$ cat src/rtl/mips_main_control_fsm.sv
// Multicycle MIPS main controller: Moore FSM stepping each instruction through
// fetch, decode and opcode-specific execute/memory/writeback states.
// Ports: clk, reset (async, active-high) and Op (IR[31:26]) in; datapath
// enables/mux selects, the 2-bit ALUOp and the debug State code out.
module mips_main_control_fsm (
    input  logic       clk,
    input  logic       reset,
    input  logic [5:0] Op,
    output logic       IorD,
    output logic       MemWrite,
    output logic       IRWrite,
    output logic       RegDst,
    output logic       MemtoReg,
    output logic       RegWrite,
    output logic       ALUSrcA,
    output logic [1:0] ALUSrcB,
    output logic [1:0] ALUOp,
    output logic [1:0] PCSrc,
    output logic       PCWrite,
    output logic       Branch,
    output logic [3:0] State
);

    typedef enum logic [3:0] {
        FETCH    = 4'd0,
        DECODE   = 4'd1,
        MEMADR   = 4'd2,
        MEMRD    = 4'd3,
        MEMWB    = 4'd4,
        MEMWR    = 4'd5,
        EXECUTE  = 4'd6,
        ALUWB    = 4'd7,
        BRANCH   = 4'd8,
        ADDIEXEC = 4'd9,
        ADDIWB   = 4'd10,
        JUMP     = 4'd11
    } state_t;

    localparam logic [5:0] OP_LW   = 6'b100011;
    localparam logic [5:0] OP_SW   = 6'b101011;
    localparam logic [5:0] OP_RTYP = 6'b000000;
    localparam logic [5:0] OP_BEQ  = 6'b000100;
    localparam logic [5:0] OP_ADDI = 6'b001000;
    localparam logic [5:0] OP_J    = 6'b000010;

    state_t state_q, state_d;

    always_ff @(posedge clk or posedge reset) begin
        if (reset) state_q <= FETCH;
        else       state_q <= state_d;
    end

    // Next-state logic. Op is only consulted in DECODE and MEMADR, where the
    // instruction register is guaranteed stable.
    always_comb begin
        state_d = FETCH;
        case (state_q)
            FETCH:    state_d = DECODE;
            DECODE: begin
                case (Op)
                    OP_LW, OP_SW: state_d = MEMADR;
                    OP_RTYP:      state_d = EXECUTE;
                    OP_BEQ:       state_d = BRANCH;
                    OP_ADDI:      state_d = ADDIEXEC;
                    OP_J:         state_d = JUMP;
                    // Unknown opcode: PC already advanced, so simply skip it.
                    default:      state_d = FETCH;
                endcase
            end
            MEMADR: begin
                if (Op == OP_LW)      state_d = MEMRD;
                else if (Op == OP_SW) state_d = MEMWR;
                else                  state_d = FETCH;
            end
            MEMRD:    state_d = MEMWB;
            EXECUTE:  state_d = ALUWB;
            ADDIEXEC: state_d = ADDIWB;
            // Terminal states and illegal codes 12-15 all return to FETCH.
            default:  state_d = FETCH;
        endcase
    end

    // Moore output decode; everything defaults to 0 so illegal codes are quiet.
    always_comb begin
        IorD     = 1'b0;
        MemWrite = 1'b0;
        IRWrite  = 1'b0;
        RegDst   = 1'b0;
        MemtoReg = 1'b0;
        RegWrite = 1'b0;
        ALUSrcA  = 1'b0;
        ALUSrcB  = 2'b00;
        ALUOp    = 2'b00;
        PCSrc    = 2'b00;
        PCWrite  = 1'b0;
        Branch   = 1'b0;
        case (state_q)
            FETCH: begin
                IRWrite = 1'b1;
                PCWrite = 1'b1;
                ALUSrcB = 2'b01;
            end
            // Precompute the branch target PC+4+(SignImm<<2) while decoding.
            DECODE:   ALUSrcB = 2'b11;
            MEMADR: begin
                ALUSrcA = 1'b1;
                ALUSrcB = 2'b10;
            end
            MEMRD:    IorD = 1'b1;
            MEMWB: begin
                RegWrite = 1'b1;
                MemtoReg = 1'b1;
            end
            MEMWR: begin
                IorD     = 1'b1;
                MemWrite = 1'b1;
            end
            EXECUTE: begin
                ALUSrcA = 1'b1;
                ALUOp   = 2'b10;
            end
            ALUWB: begin
                RegWrite = 1'b1;
                RegDst   = 1'b1;
            end
            BRANCH: begin
                ALUSrcA = 1'b1;
                ALUOp   = 2'b01;
                PCSrc   = 2'b01;
                Branch  = 1'b1;
            end
            ADDIEXEC: begin
                ALUSrcA = 1'b1;
                ALUSrcB = 2'b10;
            end
            ADDIWB:   RegWrite = 1'b1;
            JUMP: begin
                PCSrc   = 2'b10;
                PCWrite = 1'b1;
            end
            default: ;
        endcase
    end

    assign State = state_q;

endmodule

$ cat config.mk
export PLATFORM = sky130hd
export DESIGN_NAME = mips_main_control_fsm
export DESIGN_NICKNAME = d
export VERILOG_FILES = /design/src/rtl/mips_main_control_fsm.sv
export SDC_FILE = /design/constraint.sdc
export NUM_CORES = 1
export LEC_CHECK = 0
export CAP_MARGIN = 5
export CORE_MARGIN = 2
export CORE_UTILIZATION = 36
export DETAILED_ROUTE_END_ITERATION = 8
export PLACE_DENSITY_LB_ADDON = 0.3
export SLEW_MARGIN = 5
export SYNTH_ARGS = -nofsm -noshare
export SYNTH_HDL_FRONTEND = slang
export SYNTH_SLANG_ARGS = --single-unit
export TNS_END_PERCENT = 20
$ cat constraint.sdc
create_clock -name clk -period 1.8 [get_ports clk]
set_input_delay 0.54 -clock clk [delete_from_list [all_inputs] [get_ports clk]]
set_output_delay 0.54 -clock clk [all_outputs]
set_load 0.1 [all_outputs]
==> results summary, run 1 <==
Clock tree synthesis inserted a total of 3 buffers. At the placement stage, the worst setup path has a slack of -0.07489 ns. The commonest cells after synthesis are sky130_fd_sc_hd__nor3_1, sky130_fd_sc_hd__nor2_1, sky130_fd_sc_hd__dfrtp_1, sky130_fd_sc_hd__o21ai_0. The fraction of registers with async set or reset after synthesis is 100.0%. The xor and xnor area share after synthesis is 5.526%. The synthesized design devotes to its leading area cell type between 20% and 30% of total area. The biggest area contributor in the post-synthesis netlist is sky130_fd_sc_hd__dfrtp_1. The number of unique standard cell types used by synthesis is 32. Synthesis produced a netlist with a net count of 69.

Synthesis produced roughly 60 cells. The height of the die came out at 40.34 um. The post-synthesis adder-cell area fraction is 0%.

The register bit count reported by yosys came out at 4. By instance count, the leading cell after synthesis is sky130_fd_sc_hd__nor3_1. CTS saw 4 sinks. The starting utilization of the core area came out at a little under two fifths. The number of warnings printed during yosys synthesis came out at 0. The most used flip-flop cell after synthesis is sky130_fd_sc_hd__dfrtp_1.

The number of ports placed on the die boundary is 27. The number of synthesized flops with an enable pin is 0. The sequential cell area fraction in the yosys report came out at a little over a fifth. The synthesized area is 475.5 um^2.

The share of synthesized cell area in and, or, nand and nor gates is 36.84%. The mux share of post-synthesis cell area is 0%. The post-CTS setup buffer count came out at 5.

The master cell of the clock root buffer is sky130_fd_sc_hd__clkbuf_4. The number of buffers between clock root and the deepest sink came out at 2. By area, the combinational part of the netlist is dominated by simple AND/OR/NAND/NOR gates. The number of placement rows is 13. In the post-synthesis netlist, the biggest area contributors are sky130_fd_sc_hd__dfrtp_1, sky130_fd_sc_hd__nor3_1, sky130_fd_sc_hd__o31ai_2, sky130_fd_sc_hd__buf_4, sky130_fd_sc_hd__buf_6. In this run the horizontal extent of the chip is ~40 um. Detailed placement finished with a half-perimeter wire length of 1.386 mm.

The tool reported: "[ERROR DPL-0033] detailed placement checks failed during check placement". The last stage reached is clock tree synthesis (4_1_cts). The per-instance average area after synthesis is about 8 um^2.

The count of instances resized after the clock tree is built came out at 14. Input and output buffers added on the ports amount to 26. The post-cts hold buffer count came out at 0. At the end of routability-driven placement, the weighted congestion stood at 0.7756. The CTS H-tree depth is 1. Summing the areas of all compound-gate instances in the mapped netlist gives 23.68% of the synthesized area. The flow did not finish.
==> per-stage QoR <==
step,TNS [ns],instances,instance area [um^2]
floorplan,-10.31,61,590.6
global placement,-0.0001505,109,1104
detailed placement,-0.2386,109,1104
==> logic make-up after synthesis <==
logic type                Yosys count
buffers and inverters               9
AOI/OAI and AO/OA                  16
and+or+nand+nor                    29
DFF                                 4
xor gates and xnor gates            3
==> run 2: changes to the inputs <==
--- a/config.mk
+++ b/config.mk
@@ -6,10 +6,10 @@
 export NUM_CORES = 1
 export LEC_CHECK = 0
 export CAP_MARGIN = 5
-export CORE_MARGIN = 2
-export CORE_UTILIZATION = 36
+export CORE_AREA = 2 2 63 65
 export DETAILED_ROUTE_END_ITERATION = 8
-export PLACE_DENSITY_LB_ADDON = 0.3
+export DIE_AREA = 0 0 65 67
+export PLACE_DENSITY_LB_ADDON = 0.15
 export SLEW_MARGIN = 5
 export SYNTH_ARGS = -nofsm -noshare
 export SYNTH_HDL_FRONTEND = slang
==> run 2 against run 1 <==
The flow now finishes, with violations (negative setup slack); synthesized cell count stayed put; area after synthesis is the same.
==> results summary, run 2 <==
The critical path contains buffers and inverters numbering 2 combined. The number of vias per cell is roughly 4. Leaving out fill and tap cells, the most frequent cell in the layout is sky130_fd_sc_hd__buf_12. The net count of the finished layout is 115. The signal on the critical path passes through buf_6 > nor4_4 > or2_4 > buf_12.

The worst slew margin relative to its limit came out at 82.24%. For the final routed database, the setup TNS stands at -1.976 ns. The cell family contributing the most delay on the critical path is flip-flops. In this run the critical register-to-register path is captured at State[0]$_DFF_PP0_. The flip-flop count of the largest register, all copies and words added is 4. The share of synthesized cell area in and, or, nand and nor gates was 36.84% (unchanged). The count of filler cells inserted in the layout came out at 367. The register bit count reported by yosys came out at 4 (unchanged).

The slowest library cell on the worst path is sky130_fd_sc_hd__dfrtp_4. The post-synthesis net count is 69 (unchanged). The max-slew violation total from the final report is 0.

For this run, the share of the core covered by cells in the final layout is 35.50%. The CTS H-tree depth came out at 1 (unchanged). The via count of the first global-routing pass came to 619. For the worst setup path, the data arrival time is 1.45 ns. The final cycle utilization of the critical path is 110.5%.

The required time of the critical path is 1.26 ns. The sort of element at the start of the critical path is a flip-flop. The area inside the core boundary came out at 3606 um^2. The aggregate global-route resource usage came out at 8.307%. The final critical-path setup slack is -0.1883 ns.

The xor and xnor area share after synthesis came to 5.526% (unchanged). The post-cts hold buffer count is 0 (unchanged). The number of placement rows came to 22 (was 13). The total routed wirelength is between 1.5 and 2 mm.

The total vias in the final route came out at 611. The starting utilization of the core area is 13.19% (was 37.48%). The number of hold-slack violations in the final timing report came out at 0.

The HPWL after detailed placement is 1.390 mm (was 1.386 mm). The number of CTS-inserted buffers came out at 3 (unchanged). The final total power is approximately 1900 uW. The worst-case register-to-register setup slack came out at 0.53 ns.

The delay of the slowest cell on the worst path came out at 0.48 ns. The worst register-to-register path begins at State[3]$_DFF_PP0_. Top cells by instance count after synthesis: sky130_fd_sc_hd__nor3_1, sky130_fd_sc_hd__nor2_1, sky130_fd_sc_hd__dfrtp_1, sky130_fd_sc_hd__o21ai_0 (unchanged).

The weighted congestion at the end of routability-driven global placement is 0.6942 (was 0.7756). The width of the chip is 65 um (was 40.34 um). Counting cells, the worst reg-to-reg path comes to 4. The pin count of the biggest net entering global routing is 9. The CTS tree is built.

The total global routing overflow came out at 0. After layout, the minimum clock period comes to 1.988 ns. The sequential cell area fraction in the yosys report is 21.05% (unchanged). The max-capacitance violation count is 0.

The tightest min-delay check is of the in -> async type. The per-instance average area after synthesis is 7.794 um^2 (unchanged). The number of warnings printed during yosys synthesis came out at 0 (unchanged). The area fraction of the dominant cell type after synthesis came out at 21.05% (unchanged). The number of buffers between clock root and the deepest sink came out at 2 (unchanged). The fraction of the mapped netlist area in compound gates is 23.68% (unchanged). The final reports fail on negative setup slack. Setup repair after global routing could not meet its margin everywhere. The layout overhead on the synthesized area is 169.2%. The number of remaining DRC errors came out at 0.

The worst clock skew on the final layout is just over 0.0007 ns. The number of unique standard cell types used by synthesis came out at 32 (unchanged). VDD sags by at most 350.7 uV.

Synth area leaders: sky130_fd_sc_hd__dfrtp_1, sky130_fd_sc_hd__nor3_1, sky130_fd_sc_hd__o31ai_2, sky130_fd_sc_hd__buf_4, sky130_fd_sc_hd__buf_6 (unchanged). The top achievable clock speed came out at just over 500 MHz. The fraction of final layout cells with drive strength greater than 1 came out at between 60 and 70%. The leakage power total came out at 0.0004813 uW.

The height of the die is 67 um (was 40.34 um). The die covers 4355 um^2. The insertion delay of the later-clocked pin in the worst-skew pair is 0.21 ns. The most instantiated library cell after synthesis was sky130_fd_sc_hd__nor3_1 (unchanged). The worst setup path is captured at an output port. The first global-routing pass estimated approximately 2.8 mm of wire. The most used flip-flop cell after synthesis was sky130_fd_sc_hd__dfrtp_1 (unchanged).

The initial antenna violation count is 0. The power per standard cell area came out at roughly 1500 nW/um^2. The cell type contributing the most total cell area after synthesis is sky130_fd_sc_hd__dfrtp_1 (unchanged).

The total of buffers placed on input and output ports came out at 26 (unchanged). The total number of clock tree sinks came out at 4 (unchanged). The number of ports placed on the die boundary came out at 27 (unchanged). The tightest hold path in the finished design has a slack of 0.5133 ns.

The post-detailed-route wirelength per cell came out at 10.40 um. The remaining antenna violation count is 0. Status: complete, but fails checks (was did not finish).

The total of endpoints with negative setup slack in the final report came out at 15. The number of synthesized flops with an enable pin is 0 (unchanged). The mux share of post-synthesis cell area is 0% (unchanged). The pre-antenna-repair detailed-routing pass consisted of 4 iterations. The synthesized area came out at 475.5 um^2 (unchanged). The master cell of the clock root buffer is sky130_fd_sc_hd__clkbuf_8 (was sky130_fd_sc_hd__clkbuf_4). The number of DRC violations after detailed-routing iteration 0 is 3. The dominant combinational cell family by area after synthesis is simple AND/OR/NAND/NOR gates (unchanged). The library cells used most frequently in the layout, excluding fill and tap cells, are sky130_fd_sc_hd__buf_12, sky130_fd_sc_hd__buf_4, sky130_fd_sc_hd__clkdlybuf4s50_1. The clock slew seen by the registers of the worst setup and hold paths came out at 0.03 ns. The number of instances in the synthesized netlist came out at 61 (unchanged).

The post-synthesis adder-cell area fraction came to 0% (unchanged). The final antenna diode count is 0. The worst setup path is of the reg -> out kind. The fraction of registers with async set or reset after synthesis came to 100.0% (unchanged).

The actual transition at the worst max-transition pin came out at 0.2645 ns. Along the worst path, the maximum fanout reaches 4.
[run 2: per-stage QoR]
step	worst slack, ns	instance area, um^2	cells
after floorplan	-1.150	590.6	61
after global placement	-0.007308	1177	148
after detailed placement	-0.01597	1177	148
after CTS	-0.2298	1269	152
after global routing	-0.2693	1280	153
final	-0.1883	1280	153
[run 2: metal layers]
metal / track usage (%) / part of all wire (%) / vias to the layer above
li1: - / - / 305
met5: 0 / 0 / -
met2: 15.34 / 55 / 23
met3: 1.689 / 4.5 / 2
met4: 4.787 / 1.2 / 0
met1: 8.696 / 40 / 281
[run 2: cell type report]
type	count	area, um^2	area share (%)
Sequential cell	4	115.1	8.993
Clock buffer	3	41.29	3.226
Timing Repair Buffer	47	623.1	48.68
Multi-Input combinational cell	48	429.2	33.53
Tap cell	48	60.06	4.692
Inverter	3	11.26	0.8798
[run 2: worst max-delay path by stage]
stage	from	endpoint	slack (ns)	cells after the start
2_1_floorplan	State[1]$_DFF_PP0_	PCWrite	-1.15	3
3_3_place_gp	Op[1]	State[2]$_DFF_PP0_	-0.007	5
3_5_place_dp	State[2]$_DFF_PP0_	PCWrite	-0.02	4
4_1_cts	State[3]$_DFF_PP0_	PCWrite	-0.23	4
5_1_grt	State[2]$_DFF_PP0_	PCWrite	-0.27	4
6_report	State[2]$_DFF_PP0_	PCWrite	-0.19	4
[run 2: cells by family after synthesis]
group / count (synthesis)
xor+xnor: 3
compound gates: 16
flops: 4
buf+inv: 9
simple gates: 29
[run 2: where the power goes]
part           switching, uW  internal (uW)
logic                    982            591
registers               26.6            123
clock network           39.4            142
[run 2: timing repair]
| action | CTS | global route |
|---|---|---|
| buffers inserted | 1 | 1 |
| pin swaps | 6 | 2 |
| endpoints found under the setup margin | 15 | 15 |
| resized for setup | 10 | 1 |
| endpoints found under the hold margin | 0 | 0 |
[run 2: worst reg2reg max path: stages (launching register included)]
cell and delay, ns:
sky130_fd_sc_hd__dfrtp_4 0.49, sky130_fd_sc_hd__buf_4 0.18, sky130_fd_sc_hd__nor3_1 0.19, sky130_fd_sc_hd__nand3_2 0.11, sky130_fd_sc_hd__o211ai_1 0.20
No activity file was read; power rests on OpenSTA's default activity.
==> run 3: changes to the inputs <==
--- a/config.mk
+++ b/config.mk
@@ -6,9 +6,9 @@
 export NUM_CORES = 1
 export LEC_CHECK = 0
 export CAP_MARGIN = 5
-export CORE_AREA = 2 2 63 65
+export CORE_AREA = 10 10 71 73
 export DETAILED_ROUTE_END_ITERATION = 8
-export DIE_AREA = 0 0 65 67
+export DIE_AREA = 0 0 81 83
 export PLACE_DENSITY_LB_ADDON = 0.15
 export SLEW_MARGIN = 5
 export SYNTH_ARGS = -nofsm -noshare
==> run 3 against run 2 <==
The run still ends with negative setup slack left; non-clock buffer count is 2 lower; routed wire length increased by 16%; via count down 1.3%; register-to-register slack worse by 0.08 ns; final cell count is 1.3% lower; core utilization up 0.18 points; die area grew 54%; clock-buffer cell count stayed put; maximum frequency is 0.81% higher; power grew 1.3%; flip-flop and latch count unchanged.
==> results summary, run 3 (same netlist as run 2, synthesis figures left out) <==
The final critical-path setup slack came out at -0.1723 ns (was -0.1883 ns). The max-slew violation total from the final report came out at 0 (unchanged). The actual transition at the worst max-transition pin is 0.3326 ns (was 0.2645 ns). The total routed wirelength came out at 1.840 mm (was 1.591 mm).

The clock slew seen by the registers of the worst setup and hold paths is 0.03 ns (about the same). Violations in the final reports: negative setup slack (unchanged). The total of endpoints with negative setup slack in the final report came to 15 (unchanged). The initial antenna violation count is 0 (unchanged). Commonest non-fill, non-tap cells in the layout: sky130_fd_sc_hd__buf_12, sky130_fd_sc_hd__buf_4, sky130_fd_sc_hd__clkdlybuf4s50_1 (unchanged). The number of buffers between clock root and the deepest sink is 2 (unchanged).

The aggregate global-route resource usage came out at 5.548% (was 8.307%). The capture point of the worst reg-to-reg path is State[2]$_DFF_PP0_ (was State[0]$_DFF_PP0_). The count of filler cells inserted in the layout is 379 (was 367). The total number of clock tree sinks came out at 4 (unchanged). The final cycle utilization of the critical path came out at 109.6% (was 110.5%). The biggest fanout along the worst timing path was 8 (was 4). The wire length on met3 is 140 um (was 71 um). The start point of the critical path is State[1]$_DFF_PP0_ (was State[2]$_DFF_PP0_).

The master cell of the clock root buffer was sky130_fd_sc_hd__clkbuf_8 (unchanged). The number of ports placed on the die boundary came to 27 (unchanged). The final period demand of the worst path is 1.972 ns (was 1.988 ns). The width of the chip is 81 um (was 65 um). The sum of negative setup slack came out at -1.489 ns (was -1.976 ns). The via count of the first global-routing pass came out at 622 (was 619). The post-detailed-route wirelength per cell came to 12.19 um (was 10.40 um).

The worst-case reg-to-reg path depth came out at 4 (unchanged). The post-cts hold buffer count is 0 (unchanged). The number of remaining DRC errors came out at 0 (unchanged). The final total power is 1928 uW (was 1904 uW). The area inside the core boundary came to 3633 um^2 (was 3606 um^2). The amount of wire on met2 after detailed routing came out at 892 um (was 868 um). The maximum VDD drop came out at 336.6 uV (was 350.7 uV). The remaining antenna violation count is 0 (unchanged). The logic depth of the worst path, buffers included came to 3 (was 4).

The commonest non-fill, non-tap cell in the layout was sky130_fd_sc_hd__buf_12 (unchanged). The die area came to 6723 um^2 (was 4355 um^2). The final antenna diode count came out at 0 (unchanged). The CTS tree was built (unchanged). The HPWL after detailed placement came out at 1.656 mm (was 1.390 mm). The CTS H-tree depth came out at 1 (unchanged). The top cell family by delay on the critical path was flip-flops (unchanged). The post-placement cell count is 147 (was 148).

The sort of element at the start of the critical path is a flip-flop (unchanged). RSZ-0062 raised after global routing: yes (unchanged). The pin count of the biggest net entering global routing came out at 9 (unchanged). The flip-flop count of the largest register, all copies and words added came to 4 (unchanged).

The number of placement rows is 22 (unchanged). The type of the most critical hold path is in -> async (unchanged). The height of the die is 83 um (was 67 um). The number of vias per cell is 3.993 (about the same). The worst slew margin relative to its limit came out at 77.64% (was 82.24%).

The starting utilization of the core area is 13.09% (was 13.19%). The total global routing overflow is 0 (unchanged). The top achievable clock speed is 507.0 MHz (was 502.9 MHz).

The startpoint of the worst register-to-register path is State[3]$_DFF_PP0_ (unchanged). Status: complete, but fails checks (unchanged). The insertion delay of the later-clocked pin in the worst-skew pair is 0.21 ns (about the same).

The end point of the critical path is Branch (was PCWrite). The required time of the critical path is 1.26 ns (about the same). The net count of the finished layout came out at 113 (was 115). The number of CTS-inserted buffers was 3 (unchanged). The fraction of final layout cells with drive strength greater than 1 came out at 71.84% (was 68.57%). The power per standard cell area was 1488 nW/um^2 (was 1487 nW/um^2). The worst path arrival time came out at 1.43 ns (was 1.45 ns). The number of standard cells in the final layout excluding fillers came out at 151 (was 153).

The total of buffers placed on input and output ports is 26 (unchanged). The global-route wire length before repair was 2.973 mm (was 2.766 mm). The leakage power total is 0.0004735 uW (was 0.0004813 uW). The slowest library cell on the worst path is sky130_fd_sc_hd__dfrtp_4 (unchanged).

The max-capacitance violation count is 0 (unchanged). The layout overhead on the synthesized area came out at 172.6% (was 169.2%). Worst path cell trace: buf_6 > nor3_4 > buf_12 (was buf_6 > nor4_4 > or2_4 > buf_12). The worst slack after detailed placement is -0.02114 ns (was -0.01597 ns).

The worst-case register-to-register setup slack is 0.45 ns (was 0.53 ns). The top routing layer in use is met4 (unchanged). The delay of the slowest cell on the worst path was 0.55 ns (was 0.48 ns). The count of buffer and inverter cells on the critical path is 2 (unchanged).

The worst clock skew on the final layout is 0.001126 ns (was 0.0007163 ns). The post-route core utilization came out at 35.67% (was 35.50%). The post-route met1 wirelength is 740 um (was 632 um). The kind of critical path is reg -> out (unchanged). The number of iterations in the first detailed-routing pass came out at 2 (was 4). The kind of end point of the critical path was an output port (unchanged). The number of hold-slack violations in the final timing report was 0 (unchanged). The total vias in the final route is 603 (was 611). The weighted congestion at the end of routability-driven global placement is 0.8098 (was 0.6942). The number of DRC violations after detailed-routing iteration 0 is 11 (was 3).
## run 3: cell count changes in the layout (fill, tap and decap cells not counted)
cell | before | now
sky130_fd_sc_hd__buf_4 | 17 | 14
sky130_fd_sc_hd__nand2b_4 | 1 | 4
sky130_fd_sc_hd__nand2b_1 | 2 | 0
sky130_fd_sc_hd__a21oi_2 | 0 | 1
sky130_fd_sc_hd__a21oi_4 | 1 | 0
sky130_fd_sc_hd__buf_6 | 4 | 5
sky130_fd_sc_hd__nand2_1 | 2 | 1
sky130_fd_sc_hd__nand2_2 | 0 | 1
sky130_fd_sc_hd__nand2b_2 | 1 | 0
sky130_fd_sc_hd__nor2_2 | 2 | 1
sky130_fd_sc_hd__nor2_4 | 4 | 5
sky130_fd_sc_hd__xnor2_1 | 2 | 1
sky130_fd_sc_hd__xnor2_2 | 0 | 1
## run 3: per-stage QoR
stage / instance area, um^2 / hold slack [ns]
finish: 1296 / 0.5257
global route: 1296 / 0.5449
CTS: 1266 / 0.5316
detailed placement: 1170 / 0.6865
global placement: 1170 / 0.6741
floorplan: 590.6 / 0.3062
## run 3: how the worst min path moves through the flow
stage | from | to | slack (ns) | cells after the start
4_1_cts | reset | State[3]$_DFF_PP0_ | 0.53 | 2
3_5_place_dp | State[2]$_DFF_PP0_ | State[3]$_DFF_PP0_ | 0.69 | 2
5_1_grt | reset | State[3]$_DFF_PP0_ | 0.54 | 2
3_3_place_gp | State[2]$_DFF_PP0_ | State[3]$_DFF_PP0_ | 0.67 | 2
2_1_floorplan | reset | State[0]$_DFF_PP0_ | 0.31 | 1
6_report | reset | State[3]$_DFF_PP0_ | 0.53 | 2
## run 3: per-layer routing
layer,global-route usage (%),up-vias
met5,0,-
met4,4.695,0
met3,2.047,6
met2,8.429,27
met1,5.832,272
li1,-,298
## run 3: area by class of cell
class / instances / area, um^2 / share of cell area [%]
Clock buffer: 3 / 41.29 / 3.185
Inverter: 3 / 11.26 / 0.8687
Multi-Input combinational cell: 48 / 456.7 / 35.23
Sequential cell: 4 / 115.1 / 8.880
Tap cell: 48 / 60.06 / 4.633
Timing Repair Buffer: 45 / 611.8 / 47.20
## run 3: worst register-to-register path, cell delays in order (launching register included)
cell and delay [ns]:
sky130_fd_sc_hd__dfrtp_4 0.53, sky130_fd_sc_hd__buf_4 0.19, sky130_fd_sc_hd__nor3_1 0.19, sky130_fd_sc_hd__nand3_2 0.11, sky130_fd_sc_hd__o31ai_2 0.23
## run 3: repair_timing
item	CTS	global route
gates cloned	0	0
resized for setup	11	6
hold endpoints to repair	0	0
buffers inserted	0	1
setup endpoints to repair	15	15
pin swaps	8	6
## run 3: report_power, final
part | leakage (uW) | total (uW) | internal, uW | switching (uW)
registers | 0.0000465 | 162 | 123 | 39.0
clock network | 0.0000216 | 184 | 142 | 42.0
logic | 0.000405 | 1580 | 604 | 978
total | 0.000474 | 1930 | 869 | 1060
==> run 4: changes to the inputs <==
--- a/config.mk
+++ b/config.mk
@@ -6,9 +6,9 @@
 export NUM_CORES = 1
 export LEC_CHECK = 0
 export CAP_MARGIN = 5
-export CORE_AREA = 10 10 71 73
+export CORE_AREA = 2 2 63 65
 export DETAILED_ROUTE_END_ITERATION = 8
-export DIE_AREA = 0 0 81 83
+export DIE_AREA = 0 0 65 67
 export PLACE_DENSITY_LB_ADDON = 0.15
 export SLEW_MARGIN = 5
 export SYNTH_ARGS = -nofsm -noshare
==> results of run 4 <==
Same layout as run 2: the final DEF is identical, and so are final timing and power.
